--- src/rtl/wishbone_arbiter2.sv ---
// -----------------------------------------------------------------------------
// wishbone_arbiter2
//
// Two-master Wishbone arbiter that sits between the OpenMIPS data port
// (master D) and instruction-fetch port (master I) and the single slave port of
// the bus fabric. Ownership is granted round-robin and held for the whole cyc
// transaction. A watchdog aborts any access that the slave never acknowledges,
// so a hung peripheral cannot stall the pipeline forever.
//
// Parameters
//   TIMEOUT    consecutive unacknowledged strobe cycles before an abort
//              (1..65535)
//
// Ports
//   clk        system clock
//   rst        asynchronous, active-low reset
//   md_*_i     master D request: cyc, stb, we, addr[31:0], data[31:0], sel[3:0]
//   md_*_o     master D response: data[31:0], ack, err (timeout)
//   mi_*_i     master I request (same set as master D)
//   mi_*_o     master I response (same set as master D)
//   s_*_o      slave request: cyc, stb, we, addr[31:0], data[31:0], sel[3:0]
//   s_data_i   slave read data
//   s_ack_i    slave acknowledge
//   grant_o    current owner: 00 none / abort, 01 D, 10 I
// -----------------------------------------------------------------------------
module wishbone_arbiter2 #(
    parameter int unsigned TIMEOUT = 255
) (
    input  logic        clk,
    input  logic        rst,

    input  logic        md_cyc_i,
    input  logic        md_stb_i,
    input  logic        md_we_i,
    input  logic [31:0] md_addr_i,
    input  logic [31:0] md_data_i,
    input  logic [3:0]  md_sel_i,
    output logic [31:0] md_data_o,
    output logic        md_ack_o,
    output logic        md_err_o,

    input  logic        mi_cyc_i,
    input  logic        mi_stb_i,
    input  logic        mi_we_i,
    input  logic [31:0] mi_addr_i,
    input  logic [31:0] mi_data_i,
    input  logic [3:0]  mi_sel_i,
    output logic [31:0] mi_data_o,
    output logic        mi_ack_o,
    output logic        mi_err_o,

    output logic        s_cyc_o,
    output logic        s_stb_o,
    output logic        s_we_o,
    output logic [31:0] s_addr_o,
    output logic [31:0] s_data_o,
    output logic [3:0]  s_sel_o,
    input  logic [31:0] s_data_i,
    input  logic        s_ack_i,

    output logic [1:0]  grant_o
);

    typedef enum logic [2:0] {
        ST_IDLE    = 3'd0,
        ST_OWN_D   = 3'd1,
        ST_OWN_I   = 3'd2,
        ST_ABORT_D = 3'd3,
        ST_ABORT_I = 3'd4
    } state_t;

    // Counter value seen during the TIMEOUT-th consecutive stalled strobe.
    localparam logic [15:0] TCNT_LAST = 16'(TIMEOUT - 1);

    state_t      r_state;
    state_t      w_state_nxt;
    logic        r_last_i;      // 1: most recent owner was I, 0: was D
    logic        w_last_i_nxt;
    logic [15:0] r_tcnt;
    logic [15:0] w_tcnt_nxt;

    logic        w_own_d;
    logic        w_own_i;
    logic        w_owner_cyc;
    logic        w_stall;
    logic        w_timeout;

    // -------------------------------------------------------------------------
    // State registers
    // -------------------------------------------------------------------------
    always_ff @(posedge clk or negedge rst) begin
        if (!rst) begin
            r_state  <= ST_IDLE;
            r_last_i <= 1'b1;       // D wins the first tie
            r_tcnt   <= '0;
        end else begin
            r_state  <= w_state_nxt;
            r_last_i <= w_last_i_nxt;
            r_tcnt   <= w_tcnt_nxt;
        end
    end

    assign w_own_d = (r_state == ST_OWN_D);
    assign w_own_i = (r_state == ST_OWN_I);

    // -------------------------------------------------------------------------
    // Slave-side routing: owner's request passes straight through; IDLE and
    // ABORT states present an all-zero request to the slave.
    // -------------------------------------------------------------------------
    always_comb begin
        s_cyc_o  = 1'b0;
        s_stb_o  = 1'b0;
        s_we_o   = 1'b0;
        s_addr_o = '0;
        s_data_o = '0;
        s_sel_o  = '0;
        if (w_own_d) begin
            s_cyc_o  = md_cyc_i;
            s_stb_o  = md_stb_i;
            s_we_o   = md_we_i;
            s_addr_o = md_addr_i;
            s_data_o = md_data_i;
            s_sel_o  = md_sel_i;
        end else if (w_own_i) begin
            s_cyc_o  = mi_cyc_i;
            s_stb_o  = mi_stb_i;
            s_we_o   = mi_we_i;
            s_addr_o = mi_addr_i;
            s_data_o = mi_data_i;
            s_sel_o  = mi_sel_i;
        end
    end

    // -------------------------------------------------------------------------
    // Watchdog: an ack in the final cycle wins, since w_stall is then low.
    // -------------------------------------------------------------------------
    assign w_owner_cyc = (w_own_d & md_cyc_i) | (w_own_i & mi_cyc_i);
    assign w_stall     = s_stb_o & ~s_ack_i;
    assign w_timeout   = w_owner_cyc & w_stall & (r_tcnt == TCNT_LAST);

    // -------------------------------------------------------------------------
    // Master-side routing: only the current owner sees ack/data/err.
    // -------------------------------------------------------------------------
    assign md_ack_o  = w_own_d & s_ack_i;
    assign md_data_o = w_own_d ? s_data_i : '0;
    assign md_err_o  = w_own_d & w_timeout;

    assign mi_ack_o  = w_own_i & s_ack_i;
    assign mi_data_o = w_own_i ? s_data_i : '0;
    assign mi_err_o  = w_own_i & w_timeout;

    assign grant_o   = {w_own_i, w_own_d};

    // -------------------------------------------------------------------------
    // Next-state logic
    // -------------------------------------------------------------------------
    always_comb begin
        w_state_nxt  = r_state;
        w_last_i_nxt = r_last_i;
        w_tcnt_nxt   = '0;

        case (r_state)
            ST_IDLE: begin
                // On a tie, D wins only if I was the previous owner.
                if (md_cyc_i && (!mi_cyc_i || r_last_i)) begin
                    w_state_nxt  = ST_OWN_D;
                    w_last_i_nxt = 1'b0;
                end else if (mi_cyc_i) begin
                    w_state_nxt  = ST_OWN_I;
                    w_last_i_nxt = 1'b1;
                end
            end

            ST_OWN_D: begin
                if (!md_cyc_i) begin
                    w_state_nxt = ST_IDLE;
                end else if (w_timeout) begin
                    w_state_nxt = ST_ABORT_D;
                end else if (w_stall) begin
                    w_tcnt_nxt = r_tcnt + 16'd1;
                end
            end

            ST_OWN_I: begin
                if (!mi_cyc_i) begin
                    w_state_nxt = ST_IDLE;
                end else if (w_timeout) begin
                    w_state_nxt = ST_ABORT_I;
                end else if (w_stall) begin
                    w_tcnt_nxt = r_tcnt + 16'd1;
                end
            end

            // The aborted master keeps the bus locked until it drops cyc.
            ST_ABORT_D: begin
                if (!md_cyc_i) begin
                    w_state_nxt = ST_IDLE;
                end
            end

            ST_ABORT_I: begin
                if (!mi_cyc_i) begin
                    w_state_nxt = ST_IDLE;
                end
            end

            default: begin
                w_state_nxt = ST_IDLE;
            end
        endcase
    end

endmodule

--- config.mk ---
export PLATFORM = sky130hd
export DESIGN_NAME = wishbone_arbiter2
export DESIGN_NICKNAME = d
export VERILOG_FILES = /design/src/rtl/wishbone_arbiter2.sv
export SDC_FILE = /design/constraint.sdc
export NUM_CORES = 1
export LEC_CHECK = 0
export BUFFER_PORTS_ARGS = -buffer_cell sky130_fd_sc_hd__buf_2
export CAP_MARGIN = 20
export CORE_AREA = 5 5 121 123
export CTS_CLUSTER_DIAMETER = 100
export CTS_CLUSTER_SIZE = 12
export DETAILED_ROUTE_END_ITERATION = 8
export DIE_AREA = 0 0 126 128
export GPL_TIMING_DRIVEN = 0
export MAX_ROUTING_LAYER = met4
export SLEW_MARGIN = 30
export SYNTH_ARGS = -nofsm -noshare
export SYNTH_HDL_FRONTEND = slang
export SYNTH_SLANG_ARGS = --single-unit
export TNS_END_PERCENT = 100
--- constraint.sdc ---
create_clock -name clk -period 8 [get_ports clk]
set_clock_uncertainty 0.2 [all_clocks]
set_input_delay 1.2 -clock clk [delete_from_list [all_inputs] [get_ports clk]]
set_output_delay 1.2 -clock clk [all_outputs]
set_load 0.01 [all_outputs]
Word-level counts from Yosys, hierarchy flattened

Index checks and enable logic that the tools add are counted.

Bitwise logic cells: 11
Mux-type cells: 30
Eq/ne operators: 10
Add/subtract/negate cells: 1
Reduce and logical (&&, ||, !) cells: 7

Operators with widths:

| operator              | count |
|---|---|
| $mux 32               | 6 |
| $mux 16               | 4 |
| $pmux 16 s2           | 1 |
| $mux 3                | 8 |
| $add 16x1->16 const B | 1 |
| $eq 16x8->1 const B   | 1 |
| $pmux 3 s5            | 1 |
| $and 1x1->1           | 9 |
| $mux 1                | 8 |
| $mux 4                | 2 |
| $eq 3x2->1 const B    | 2 |
| $ne 3x2->1 const B    | 2 |
| $reduce_and 5->1      | 1 |
| $ne 2x2->1 const B    | 2 |
| $eq 3x1->1 const B    | 1 |
| $eq 3x3->1 const B    | 1 |
| $logic_not 3->1       | 1 |
| $ne 3x3->1 const B    | 1 |
| $reduce_and 2->1      | 1 |
| $reduce_bool 2->1     | 1 |
| $logic_and 1x1->1     | 1 |
| $logic_not 1->1       | 1 |
| $logic_or 1x1->1      | 1 |
| $not 1->1             | 1 |
| $or 1x1->1            | 1 |

Register bits: 20
Bits of input ports: 177

Depth between registers and ports, before layout

Depth after elaboration: 9
Gate-level depth with buffers: 8
Gate-level depth less buffers: 6

Worst setup path before layout

OpenSTA, ideal clock, no wires.

Path kind: in2out
Start point: in md_stb_i
End point: out md_err_o
Stages: 4
Slack: 4.245 ns
Arrival time: 2.355 ns
Buffers on the path: 0
Path through: nor4bb_1 > o22ai_2 > or3_4 > nor4b_2

Cells in the longest elaborated chain, start to end: 5

RTL lines:

| item                      | RTL line | source |
|---|---|---|
| start, declared           | 33       | `input logic md_stb_i,` |
| $mux 1                    | 117      | `if (w_own_d) begin` |
| $and 1x1->1               | 138      | `assign w_stall = s_stb_o & ~s_ack_i;` |
| $and 1x1->1 (2 in series) | 139      | `assign w_timeout = w_owner_cyc & w_stall & (r_tcnt == TCNT_LAST);` |
| $and 1x1->1               | 146      | `assign md_err_o = w_own_d & w_timeout;` |
| end, declared             | 40       | `output logic md_err_o,` |

No other way between the ends.

Worst setup path in the final report

Start point: reg r_state[0]
End point: out s_addr_o[24]

Cells in the longest elaborated chain, start to end: 3
Elaborated cells on any way between the ends: 4
Those cells by class: eq/ne (2); mux (2)

RTL lines:

| item                   | RTL line | source |
|---|---|---|
| start, declared        | 75       | `state_t r_state;` |
| start signal, assigned | 97       | `r_state <= w_state_nxt;` |
| $eq 3x2->1             | 104      | `assign w_own_i = (r_state == ST_OWN_I);` |
| $mux 32                | 124      | `end else if (w_own_i) begin` |
| $mux 32 *              | 117      |  |
| end, declared          | 55       | `output logic [31:0] s_addr_o,` |

Every way passes the cells marked *; elsewhere a longest branch is shown, timed or not.

==> summary.txt <==
Yosys
  • Seq/Total Area, Yosys: 21.7%
  • Syn_area_per_cell: 8.17 um2
  • Xor and xnor fraction of the mapped netlist area: 4.55%
  • Flops & latches, synth: 20
  • Post-synth EDFFs: 0
  • Post-Synth Simple-Gate Area: 33.7%
  • Post-Syn Nets: 462
  • Post-Synthesis Cells: 283
  • Synth Area in Compound Gates: 30.8%
  • Main synth FF type: dfrtp_1
  • Largest family of logic cells by synthesized area: simple AND/OR/NAND/NOR gates
  • Ys Warns: 0
  • Post-synthesis mux area share: 0.487%
  • Syn Std Cell Area: 0.00231 mm2
  • Synth unique cells: 46
  • Async S/R FF share, synth: 100%
  • Adder-cell share of the synthesized area: 1.08%

STA
  • Setup tns final: 0 ns
  • Final Hold Vio Count: 0
  • Final WS setup: 3.90 ns
  • Slew headroom: 60.4%
  • Min cycle time layout: 4.10 ns
  • Final setup viols: 0
  • Period utilization: 51.2%
  • Fmax: 244 MHz
  • Slew Limit Fails: 0
  • Worst-Margin Slew: 0.594 ns
  • RSZ-0062 raised after global routing: no

Critical path
  • CP max stage cell: clkbuf_1
  • Critical Path Source Type: flip-flop
  • R2R Setup Slk: 5.48 ns
  • Critical Path, Cell by Cell: clkbuf_8 > nor3b_2 > clkbuf_1 > clkbuf_1 > a22o_1 > buf_2
  • Family with the most delay on the worst path: buffers and inverters
  • Crit Path Category: flip-flop to output port
  • Crit path DAT: 2.70 ns
  • Worst path required time: 6.60 ns
  • FF-to-FF Start: r_tcnt[8]$_DFF_PN0_
  • CP bufs+invs: 4
  • Setup crit end: s_addr_o[24]
  • Most frequent CP cell: clkbuf_1
  • CP startpoint: r_state[0]$_DFFE_PN0P_
  • R2R depth: 6
  • Reg2reg end: r_tcnt[7]$_DFF_PN0_
  • Worst path max stage delay: 0.52 ns
  • Crit path capture type: output port
  • Critical path depth: 6
  • Critical Path Fanout Max: 10

Clocking
  • Root Driver: clkbuf_16
  • Cts repair resizes: 0
  • Hold buffers post-CTS: 0
  • Setup bufs post-CTS: 0
  • Clk_lat worst skew: 0.25 ns
  • Maximum clock path buffer count: 2
  • CTS tree: yes
  • Clk slew on worst S/H paths: 0.05 ns
  • H-tree Lvls: 1
  • Total CTS buffers: 3
  • # clock sinks: 20

GRT
  • GRT overflow: 0
  • Overall Global Routing Usage: 19.9%
  • Vias in the first global route: 3465
  • First-pass GRT wire length: 23300 um
  • Largest net degree at the start of global routing: 21
  • Initial antenna violation count: 10

Placed design
  • Setup WS pre-CTS: 3.99 ns
  • Count of input and output buffers: 317
  • Final Wtd Congestion: 0.850
  • Hpwl dp: 15300 um

Power
  • Pwr Density: 250 mW/mm2
  • Maximum vdd drop: 0.0841 mV
  • Total power: 0.00106 W
  • Leak: 2.51 nW

Detailed routing
  • Post-DRT Antenna Nets: 0
  • Wirelength per Cell: 21.7 um
  • Routed WL: 17100 um
  • Detailed-route via count: 3543
  • DR pass1 iterations: 4
  • Via density per instance: 4.50
  • DRC viols: 0
  • DR iter-0 viols: 199

Floorplanning
  • Core footprint: 0.0136 mm2
  • Width of the die: 126 um
  • Ports: 318
  • Initial Utilization: 17.1%
  • Chip height: 128 um
  • Die area: 0.0161 mm2
  • Site Rows: 43

Finish
  • Layout cells sized above 1: 56.1%
  • Area delta synth->final: 82.8%
  • Layout Nets: 784

Worst hold path
  • Worst hold path class: flip-flop to flip-flop
  • Hold wc startpoint: r_tcnt[0]$_DFF_PN0_

Outcome
  • Status: completed

Job
  • # Max-Cap Violations: 0
## per-layer routing
| metal | track usage, % | up-vias | wire length, um |
|---|---|---|---|
| li1 | - | 1720 | - |
| met1 | 24.3 | 1602 | 6900 |
| met2 | 26.5 | 215 | 6910 |
| met3 | 16.3 | 6 | 3260 |
| met4 | 0.757 | 0 | 66 |
| met5 | - | - | 0 |
## power by group
group | switching, W | internal [W] | leakage (nW) | total (W)
combinational | 0.000484 | 0.000344 | 2.20 | 0.000828
sequential | 0.00000661 | 0.000110 | 0.273 | 0.000117
clock | 0.0000352 | 0.0000761 | 0.0442 | 0.000111
total | 0.000526 | 0.000530 | 2.51 | 0.00106
## synth_stat cells, drive strengths merged (2+ instances only)
cell | number | area (um2)
a22o | 70 | 613
and3 | 36 | 226
and2 | 34 | 213
clkbuf | 26 | 108
dfrtp | 19 | 475
nor2 | 19 | 71.3
xnor2 | 8 | 70.1
buf | 6 | 47.5
inv | 6 | 22.5
nand2 | 5 | 18.8
nand4 | 5 | 31.3
a21oi | 4 | 20.0
nor3 | 4 | 20.0
xor2 | 4 | 35.0
nand3 | 3 | 15.0
or4 | 3 | 26.3
and3b | 2 | 20.0
ha | 2 | 25.0
nor2b | 2 | 12.5
nor4 | 2 | 12.5
o31ai | 2 | 15.0
o32ai | 2 | 17.5
or3 | 2 | 17.5
or3b | 2 | 17.5
or4b | 2 | 20.0
## kinds of logic (layout without fill, tap and decap cells)
kind of cell / count (synthesis) / count (layout)
other: 0 / 4
AOI/OAI and AO/OA: 83 / 83
and+or+nand+nor: 127 / 127
adders and majority gates: 2 / 2
buffers and inverters: 38 / 359
xor gates and xnor gates: 12 / 12
muxes: 1 / 1
DFF: 20 / 20
## layout by cell type (no fill, tap or decap), drive strengths merged, types with 3 or more instances in the layout
master and instances:
nor2 19, dfrtp 19, inv 6, a22o 70, nand2 5, xnor2 8, or4 3, diode 4
and3 36, clkbuf 30, nand3 3, xor2 4, nor3 4, and2 34, a21oi 4, buf 323
nand4 5
## state kept, by name (all words and copies together) (netlist names)
name,flops
r_last_i,1
r_state,3
r_tcnt,16
## layout make-up
type / count / area, um2
antenna: 4 / 10.0
buffer: 32 / 155
clock buffer: 4 / 88.8
fill: 1510 / 9330
inverter: 6 / 22.5
multi-input combinational: 225 / 1640
sequential: 20 / 502
tap: 180 / 225
timing repair buffer: 317 / 1590
## worst min path at each step
stage	to	slack, ns	cells past startpoint
floorplan	r_tcnt[0]$_DFF_PN0_	0.25	1
CTS	r_tcnt[0]$_DFF_PN0_	0.29	1
global placement	r_tcnt[0]$_DFF_PN0_	0.28	1
global route	r_tcnt[0]$_DFF_PN0_	0.32	1
detailed placement	r_tcnt[0]$_DFF_PN0_	0.28	1
finish	r_tcnt[0]$_DFF_PN0_	0.28	1
## per-stage QoR
| stage | hold slack [ns] | std cells | utilization (%) | area (um2) |
|---|---|---|---|---|
| after floorplan | 0.254 | 283 | - | 2310 |
| after global placement | 0.278 | 780 | 30.4 | 4120 |
| after detailed placement | 0.284 | 780 | 30.5 | 4130 |
| after CTS | 0.291 | 784 | 31.1 | 4220 |
| after global routing | 0.317 | 788 | 31.2 | 4230 |
| final | 0.284 | 788 | 31.2 | 4230 |
Note: power is estimated with default switching activity, not from simulation.
